### src/rtl/tdc_pkg.sv
// Shared TDC definitions: summing-stage width, window-size limit and output FSM states.
package tdc_pkg;

    localparam int unsigned TDC_SUM_W  = 20;
    localparam int unsigned LOG2_N_MAX = 8;
    localparam int unsigned OVR_CNT_W  = 8;

    typedef enum logic {
        OUT_EMPTY = 1'b0,
        OUT_FULL  = 1'b1
    } out_state_e;

endpackage

### src/rtl/tdc_minmax.sv
// Running min/max tracker for one averaging window; the first sample of a window loads both.
module tdc_minmax
    import tdc_pkg::*;
#(
    parameter int unsigned DATA_W = TDC_SUM_W
) (
    input  logic              clk,
    input  logic              rst,
    input  logic              clear,
    input  logic              sample_en,
    input  logic              first,
    input  logic              last,
    input  logic [DATA_W-1:0] in_data,
    output logic [DATA_W-1:0] min_c,
    output logic [DATA_W-1:0] max_c
);

    logic [DATA_W-1:0] min_q;
    logic [DATA_W-1:0] max_q;

    // Extremes including the sample presented this cycle.
    assign min_c = (first || (in_data < min_q)) ? in_data : min_q;
    assign max_c = (first || (in_data > max_q)) ? in_data : max_q;

    always_ff @(posedge clk or posedge rst) begin
        if (rst) begin
            min_q <= '0;
            max_q <= '0;
        end else if (clear) begin
            min_q <= '0;
            max_q <= '0;
        end else if (sample_en) begin
            if (last) begin
                min_q <= '0;
                max_q <= '0;
            end else begin
                min_q <= min_c;
                max_q <= max_c;
            end
        end
    end

endmodule

### src/rtl/tdc_avg_acc.sv
// Windowed averager for summed TDC codes: rounded mean, min and max over 2^LOG2_N samples,
// held in a single-entry output buffer with overrun reporting.
module tdc_avg_acc
    import tdc_pkg::*;
#(
    parameter int unsigned DATA_W = TDC_SUM_W,
    parameter int unsigned LOG2_N = 4
) (
    input  logic                 clk,
    input  logic                 rst,
    input  logic [DATA_W-1:0]    in_data,
    input  logic                 in_dval,
    input  logic                 clear,
    input  logic                 out_ready,
    output logic                 out_valid,
    output logic [DATA_W-1:0]    avg_data,
    output logic [DATA_W-1:0]    min_data,
    output logic [DATA_W-1:0]    max_data,
    output logic                 overrun,
    output logic [OVR_CNT_W-1:0] overrun_cnt
);

    localparam int unsigned ACC_W  = DATA_W + LOG2_N + 1;
    localparam int unsigned CNT_W  = LOG2_N + 1;
    localparam int unsigned N      = 32'(1) << LOG2_N;
    localparam int unsigned RND_SH = (LOG2_N == 0) ? 0 : LOG2_N - 1;
    localparam int unsigned ROUND  = (LOG2_N == 0) ? 0 : (32'(1) << RND_SH);

    logic [ACC_W-1:0]  acc_q;
    logic [CNT_W-1:0]  cnt_q;
    logic [ACC_W-1:0]  sum_c;
    logic [DATA_W-1:0] avg_c;
    logic [DATA_W-1:0] min_c;
    logic [DATA_W-1:0] max_c;
    logic              accept_c;
    logic              first_c;
    logic              last_c;
    logic              result_c;
    logic              overrun_c;
    out_state_e        state_q;
    out_state_e        state_d;

    assign accept_c  = in_dval && !clear;
    assign first_c   = (cnt_q == '0);
    assign last_c    = (cnt_q == CNT_W'(N - 1));
    assign result_c  = accept_c && last_c;
    assign overrun_c = result_c && (state_q == OUT_FULL) && !out_ready;
    assign sum_c     = acc_q + ACC_W'(in_data);
    assign avg_c     = DATA_W'((sum_c + ACC_W'(ROUND)) >> LOG2_N);
    assign out_valid = (state_q == OUT_FULL);

    tdc_minmax #(
        .DATA_W (DATA_W)
    ) u_minmax (
        .clk       (clk),
        .rst       (rst),
        .clear     (clear),
        .sample_en (accept_c),
        .first     (first_c),
        .last      (last_c),
        .in_data   (in_data),
        .min_c     (min_c),
        .max_c     (max_c)
    );

    // Window accumulator; the closing sample restarts the window on the same edge.
    always_ff @(posedge clk or posedge rst) begin
        if (rst) begin
            acc_q <= '0;
            cnt_q <= '0;
        end else if (clear) begin
            acc_q <= '0;
            cnt_q <= '0;
        end else if (in_dval) begin
            if (last_c) begin
                acc_q <= '0;
                cnt_q <= '0;
            end else begin
                acc_q <= sum_c;
                cnt_q <= cnt_q + CNT_W'(1);
            end
        end
    end

    always_ff @(posedge clk or posedge rst) begin
        if (rst) begin
            state_q <= OUT_EMPTY;
        end else begin
            state_q <= state_d;
        end
    end

    always_comb begin
        state_d = state_q;
        case (state_q)
            OUT_EMPTY: begin
                if (result_c) begin
                    state_d = OUT_FULL;
                end
            end
            OUT_FULL: begin
                if (clear) begin
                    state_d = OUT_EMPTY;
                end else if (!result_c && out_ready) begin
                    state_d = OUT_EMPTY;
                end
            end
            default: state_d = OUT_EMPTY;
        endcase
    end

    // Result registers only change when a new window closes, so they hold under backpressure.
    always_ff @(posedge clk or posedge rst) begin
        if (rst) begin
            avg_data    <= '0;
            min_data    <= '0;
            max_data    <= '0;
            overrun     <= 1'b0;
            overrun_cnt <= '0;
        end else begin
            overrun <= overrun_c;
            if (overrun_c && (overrun_cnt != '1)) begin
                overrun_cnt <= overrun_cnt + OVR_CNT_W'(1);
            end
            if (result_c) begin
                avg_data <= avg_c;
                min_data <= min_c;
                max_data <= max_c;
            end
        end
    end

endmodule

### config.mk
export PLATFORM = sky130hd
export DESIGN_NAME = tdc_avg_acc
export DESIGN_NICKNAME = d
export VERILOG_FILES = /design/src/rtl/tdc_pkg.sv /design/src/rtl/tdc_minmax.sv /design/src/rtl/tdc_avg_acc.sv
export SDC_FILE = /design/constraint.sdc
export NUM_CORES = 1
export LEC_CHECK = 0
export ABC_CLOCK_PERIOD_IN_PS = 7500
export CELL_PAD_IN_SITES_DETAIL_PLACEMENT = 0
export CELL_PAD_IN_SITES_GLOBAL_PLACEMENT = 2
export CORE_MARGIN = 4
export CORE_UTILIZATION = 38
export CTS_BUF_LIST = sky130_fd_sc_hd__clkbuf_8 sky130_fd_sc_hd__clkbuf_16
export DETAILED_ROUTE_END_ITERATION = 8
export GPL_TIMING_DRIVEN = 0
export PLACE_DENSITY = 0.81
export SLEW_MARGIN = 30
export SYNTH_ARGS = -nofsm -noshare
export SYNTH_HDL_FRONTEND = slang
export SYNTH_HIERARCHICAL = 1
export SYNTH_SLANG_ARGS = --single-unit
### constraint.sdc
create_clock -name clk -period 7.5 [get_ports clk]
set_input_delay 1.5 -clock clk [delete_from_list [all_inputs] [get_ports clk]]
set_output_delay 1.5 -clock clk [all_outputs]
set_load 0.005 [all_outputs]
; ---- Word-level counts from Yosys, hierarchy flattened
; Cells that the tools add are included.
[classes]
n_shift = 0
bitwise_logic = 1
n_reduce_logical = 14
n_mul = 0
mux = 18
div_mod_pow = 0
add_sub_neg = 4
eq_ne = 2
n_lt_le_gt_ge = 2
[ops]
columns = op, count
row1 = $mux 20, 8
row2 = $mux 25, 3
row3 = $add 25x20->25, 1
row4 = $add 24x4->24 const B, 1
row5 = $gt 20x20->1, 1
row6 = $lt 20x20->1, 1
row7 = $mux 5, 3
row8 = $add 8x1->8 const B, 1
row9 = $ne 8x8->1 const B, 1
row10 = $logic_and 1x1->1, 6
row11 = $add 5x1->5 const B, 1
row12 = $eq 5x4->1 const B, 1
row13 = $logic_not 5->1, 1
row14 = $reduce_bool 2->1, 2
row15 = $logic_not 1->1, 3
row16 = $mux 1, 3
row17 = $logic_or 1x1->1, 2
row18 = $pmux 1 s2, 1
row19 = $not 1->1, 1
[word_totals]
memories = 0
mem_bits_rw = 0
latch_bits = 0
elab_cells = 51
in_bits = 25
register_bits = 140
output_inout_bits = 70
romBits = 0

; ---- Logic depth before layout (Yosys ltp)
[depth]
ltp_word = 8
ltp_mapped = 13
mapped_depth_nobuf = 13

; ---- By module
; The synthesis kept the hierarchy.
[modules_own_cells]
columns = mod, cells_each, area_each_um2, seq_area_each_um2, instances
row1 = tdc_avg_acc, 588, 5426.5, 2477.4, 1
row2 = tdc_minmax, 347, 3160.5, 1001.0, 1

; ---- Worst setup path before layout
; OpenSTA, ideal clock, no wires.
[synth_timing]
path_kind = in2reg
start = in in_data[0]
end = reg avg_data[19]
setup_ns = 0.087
n_path_buf = 0
required_ns = 7.413
arrival_ns = 4.410
path_slack_ns = 3.003
stages = 13
path_cell_list = ha_1 inv_1 fa_1 nand2b_1 o2bb2ai_1 xnor2_1 ha_1 nand4_1 nor4_2 nand4_2 or4_4 or3_1 o211ai_1
[synth_via]
elab_chain_len = 2
[synth_rtl]
columns = item, line
row1 = from (decl), tdc_avg_acc.sv:11  ; input logic [DATA_W-1:0] in_data,
row2 = $add 25x20->25, tdc_avg_acc.sv:48  ; assign sum_c = acc_q + ACC_W'(in_data);
row3 = $add 24x4->24, tdc_avg_acc.sv:49  ; assign avg_c = DATA_W'((sum_c + ACC_W'(ROUND)) >> LOG2_N);
row4 = to (signal assigned), tdc_avg_acc.sv:126  ; avg_data <= avg_c;
row5 = to (decl), tdc_avg_acc.sv:16  ; output logic [DATA_W-1:0] avg_data,
; No other way between the ends.
; A chain may end at the register's enable or synchronous reset.

; ---- Final worst setup path
; Same ends and word-level chain as after synthesis.

==> results.md <==
* Status: complete, no violations
* Syn nets at 1024
* Antenna violations before repair at 0
* Max Fanout on Critical Path at 6
* Worst r2r path cells at 12
* Highest metal layer with signal wires: met4
* # rows at 54
* Critical Path End Type: flip-flop
* IO Count at 95
* Final Skew at 17.83 ps
* Clk buf depth at 2
* Max IR drop VDD at 126.4 uV
* Setup TNS at 0 ps
* Filler Cell Count at 2157
* Worst Path Required at 7850 ps
* Final Critical Period at 5161 ps
* Yosys top cell area share at 40.51%
* Post-synthesis sequential area ratio at 40.51%
* Commonest non-fill, non-tap cell in the layout: nand2_1
* PortBufs at 94
* Min-Delay Path Class: reg2reg
* First-pass GRT wire length at 39100 microns
* Layout cell share with drive strength beyond 1 at 7.620%
* Hold Path Cell Cnt at 2
* Worst skew pair latency at 430 ps
* RSZ-0062 raised after global routing: no
* Clk slew on worst S/H paths at 70 ps
* Post-route ant nets at 0
* Total CTS buffers at 17
* Die height at 158.3 microns
* WL met2 at 11550 microns
* Final setup vio count at 0
* Hold endpoint: min_data[8]
* Max-slew violation count at 0
* Headroom to the max-slew limit at 46.58%
* Max Clock Freq at 193.8 MHz
* CP startpoint kind: input port
* Int Pwr at 0.001547 W
* Post-synth top flop: dfrtp_1
* Multi-input logic area at 4651 sq um
* Fin. Hold Viols at 0
* Vias in the first global route at 7117
* Post-CTS Resized at 0
* Reg2reg start: acc_q[0]
* CTS tree: done
* Count of cell types in the netlist at 82
* Largest net degree at the start of global routing at 56
* Total Wirelength at 24340 microns
* Die ar. at 25070 sq um
* Final Cycle Share at 68.81%
* Placement Cell Area at 9941 sq um
* EDFF count, synth at 0
* FF/Latch Area at 3478 sq um
* Clock Power Share at 40.0%
* RD Place Congestion at 0.8347
* Hold Crit Start: min_data[8]
* Reg power frac at 35.8%
* Net Switching at 0.0007241 W
* Power per standard cell area at 215.0 nW/um^2
* Top post-synthesis cells by area: dfrtp_1 (41%), ha_1 (9.2%), nand2_1 (8.4%)
* Combinational group share of total power at 24.2%
* Synth async-reset ratio at 100.0%
* Cell area after layout at 10570 sq um
* Mean Syn Cell Area at 9.184 sq um
* Vias at 7140
* Die Wd at 158.3 microns
* Leakage power at 4.793 nW
* Post-DP HPWL at 18590 microns
* # hold bufs at CTS at 0
* Arrival @ worst endpoint at 5510 ps
* Initial Util at 38.99%
* Ys Warns at 6
* Synth area leader: dfrtp_1
* CP Class: in2reg
* P&R area growth vs syn at 23.04%
* Post-Syn Area at 8587 sq um
* GR Util All Layers at 19.99%
* DR WL met3 at 885 microns
* Measured slew at the worst slew-check pin at 796.6 ps
* Antenna cell count at 0
* Layout Nets at 1139
* Commonest cells after routing, fill and taps aside: nand2_1 (192), dfrtp_1 (139), clkdlybuf4s50_1 (94)
* Drt first-iter violations at 320
* Gr ovfl total at 0
* #FFs+latches synth at 139
* Wire per inst at 18.13 microns
* Via density at 5.316
* DRC violation count after routing at 0
* Switch share at 31.88%
* Cell count after synthesis at 935
* Num Clock Sinks at 139
* Clk root buf: clkbuf_16
* Flop2flop setup slack at 3710 ps
* Max_cap viols at 0
* Post-CTS Setup Bufs at 0
* Fin util at 47.97%
* Max H-tree Level at 4
* CORE AREA at 22030 sq um
* DR pass1 iterations at 4
* M1 WL at 11650 microns
* Reg2reg end: avg_data[19]
## power by group through the flow
stage | sequential (W) | combinational, W | clock, W
5_1_grt | 0.000817 | 0.000614 | 0.000965
4_1_cts | 0.000813 | 0.000556 | 0.000932
2_1_floorplan | 0.000821 | 0.000386 | 0
3_5_place_dp | 0.000826 | 0.000552 | 0
3_3_place_gp | 0.000826 | 0.000545 | 0
6_report | 0.000813 | 0.000550 | 0.000909
## state kept, by name (all words and copies together), names as in the netlist
signal          cells
acc_q              24
avg_data           20
cnt_q               5
max_data           20
min_data           20
out_valid           1
overrun             1
overrun_cnt         8
u_minmax/max_q     20
u_minmax/min_q     20
## how the worst max path moves through the flow
stage	cells past startpoint	start	slack, ps	endpoint
3_5_place_dp	13	in_data[0]	1910	avg_data[19]
6_report	13	in_data[0]	2340	avg_data[19]
5_1_grt	14	in_data[0]	2040	avg_data[19]
4_1_cts	13	in_data[0]	2340	avg_data[19]
2_1_floorplan	13	in_data[0]	3000	avg_data[19]
3_3_place_gp	2	rst	1510	avg_data[19]
## routing by layer
layer / global-route usage, % / vias to the layer above
met5: 0 / -
met4: 5.077 / 0
met3: 3.235 / 18
met2: 32.37 / 110
met1: 28.07 / 3454
li1: - / 3558
## stage by stage
step / setup WS (ps) / instances / power [W] / hold WS, ps
6_report: 2339 / 1343 / 0.002271 / 470.4
4_1_cts: 2342 / 1343 / 0.002301 / 477.4
2_1_floorplan: 3003 / 935 / 0.001207 / 453.8
3_3_place_gp: 1511 / 1309 / 0.001371 / 457.0
5_1_grt: 2036 / 1343 / 0.002397 / 498.1
3_5_place_dp: 1914 / 1311 / 0.001379 / 461.7
## critical path: stages
cell and delay [ps]:
clkdlybuf4s50_1 600, ha_1 220, inv_1 60, fa_1 380, nand2b_1 210, a21oi_1 340, o31ai_1 170, a22oi_1 200
xor2_1 550, nand4_2 280, or4_4 490, or3_1 310, o211ai_1 180
## cells in the mapped netlist, types with 4 or more instances
cell / n
nor2b_1: 4
xor2_1: 21
nand4b_1: 8
o221ai_1: 8
o31ai_1: 4
ha_1: 63
buf_4: 7
o32ai_1: 13
nor2_1: 24
o21ai_0: 83
nor3_1: 7
nand2_1: 192
clkbuf_1: 27
mux2i_1: 14
a22o_1: 33
or3_1: 5
nand4_1: 15
nand3_1: 11
a21o_1: 14
a211oi_1: 6
nand2b_1: 16
xnor2_1: 21
and4_1: 4
a21oi_1: 28
buf_2: 5
and2_1: 5
inv_1: 65
mux2_1: 8
and3_1: 4
dfrtp_1: 139
## kinds of logic after synthesis
group	count (synthesis)	synth area share [%]
AOI/OAI and AO/OA	240	19.66
DFF	139	40.51
adders and majority gates	64	9.413
and+or+nand+nor	318	17.83
muxes	24	2.943
xor gates and xnor gates	42	4.284
buffers and inverters	108	5.362
## layout make-up
cell class,count,share of cell area [%]
Multi-Input combinational cell,688,44.02
Timing Repair Buffer,96,9.427
Inverter,65,2.357
Clock buffer,18,4.157
Buffer,43,2.049
Sequential cell,139,32.92
Clock inverter,14,1.753
Tap cell,280,3.316
Note: power is estimated with default switching activity, not from simulation.
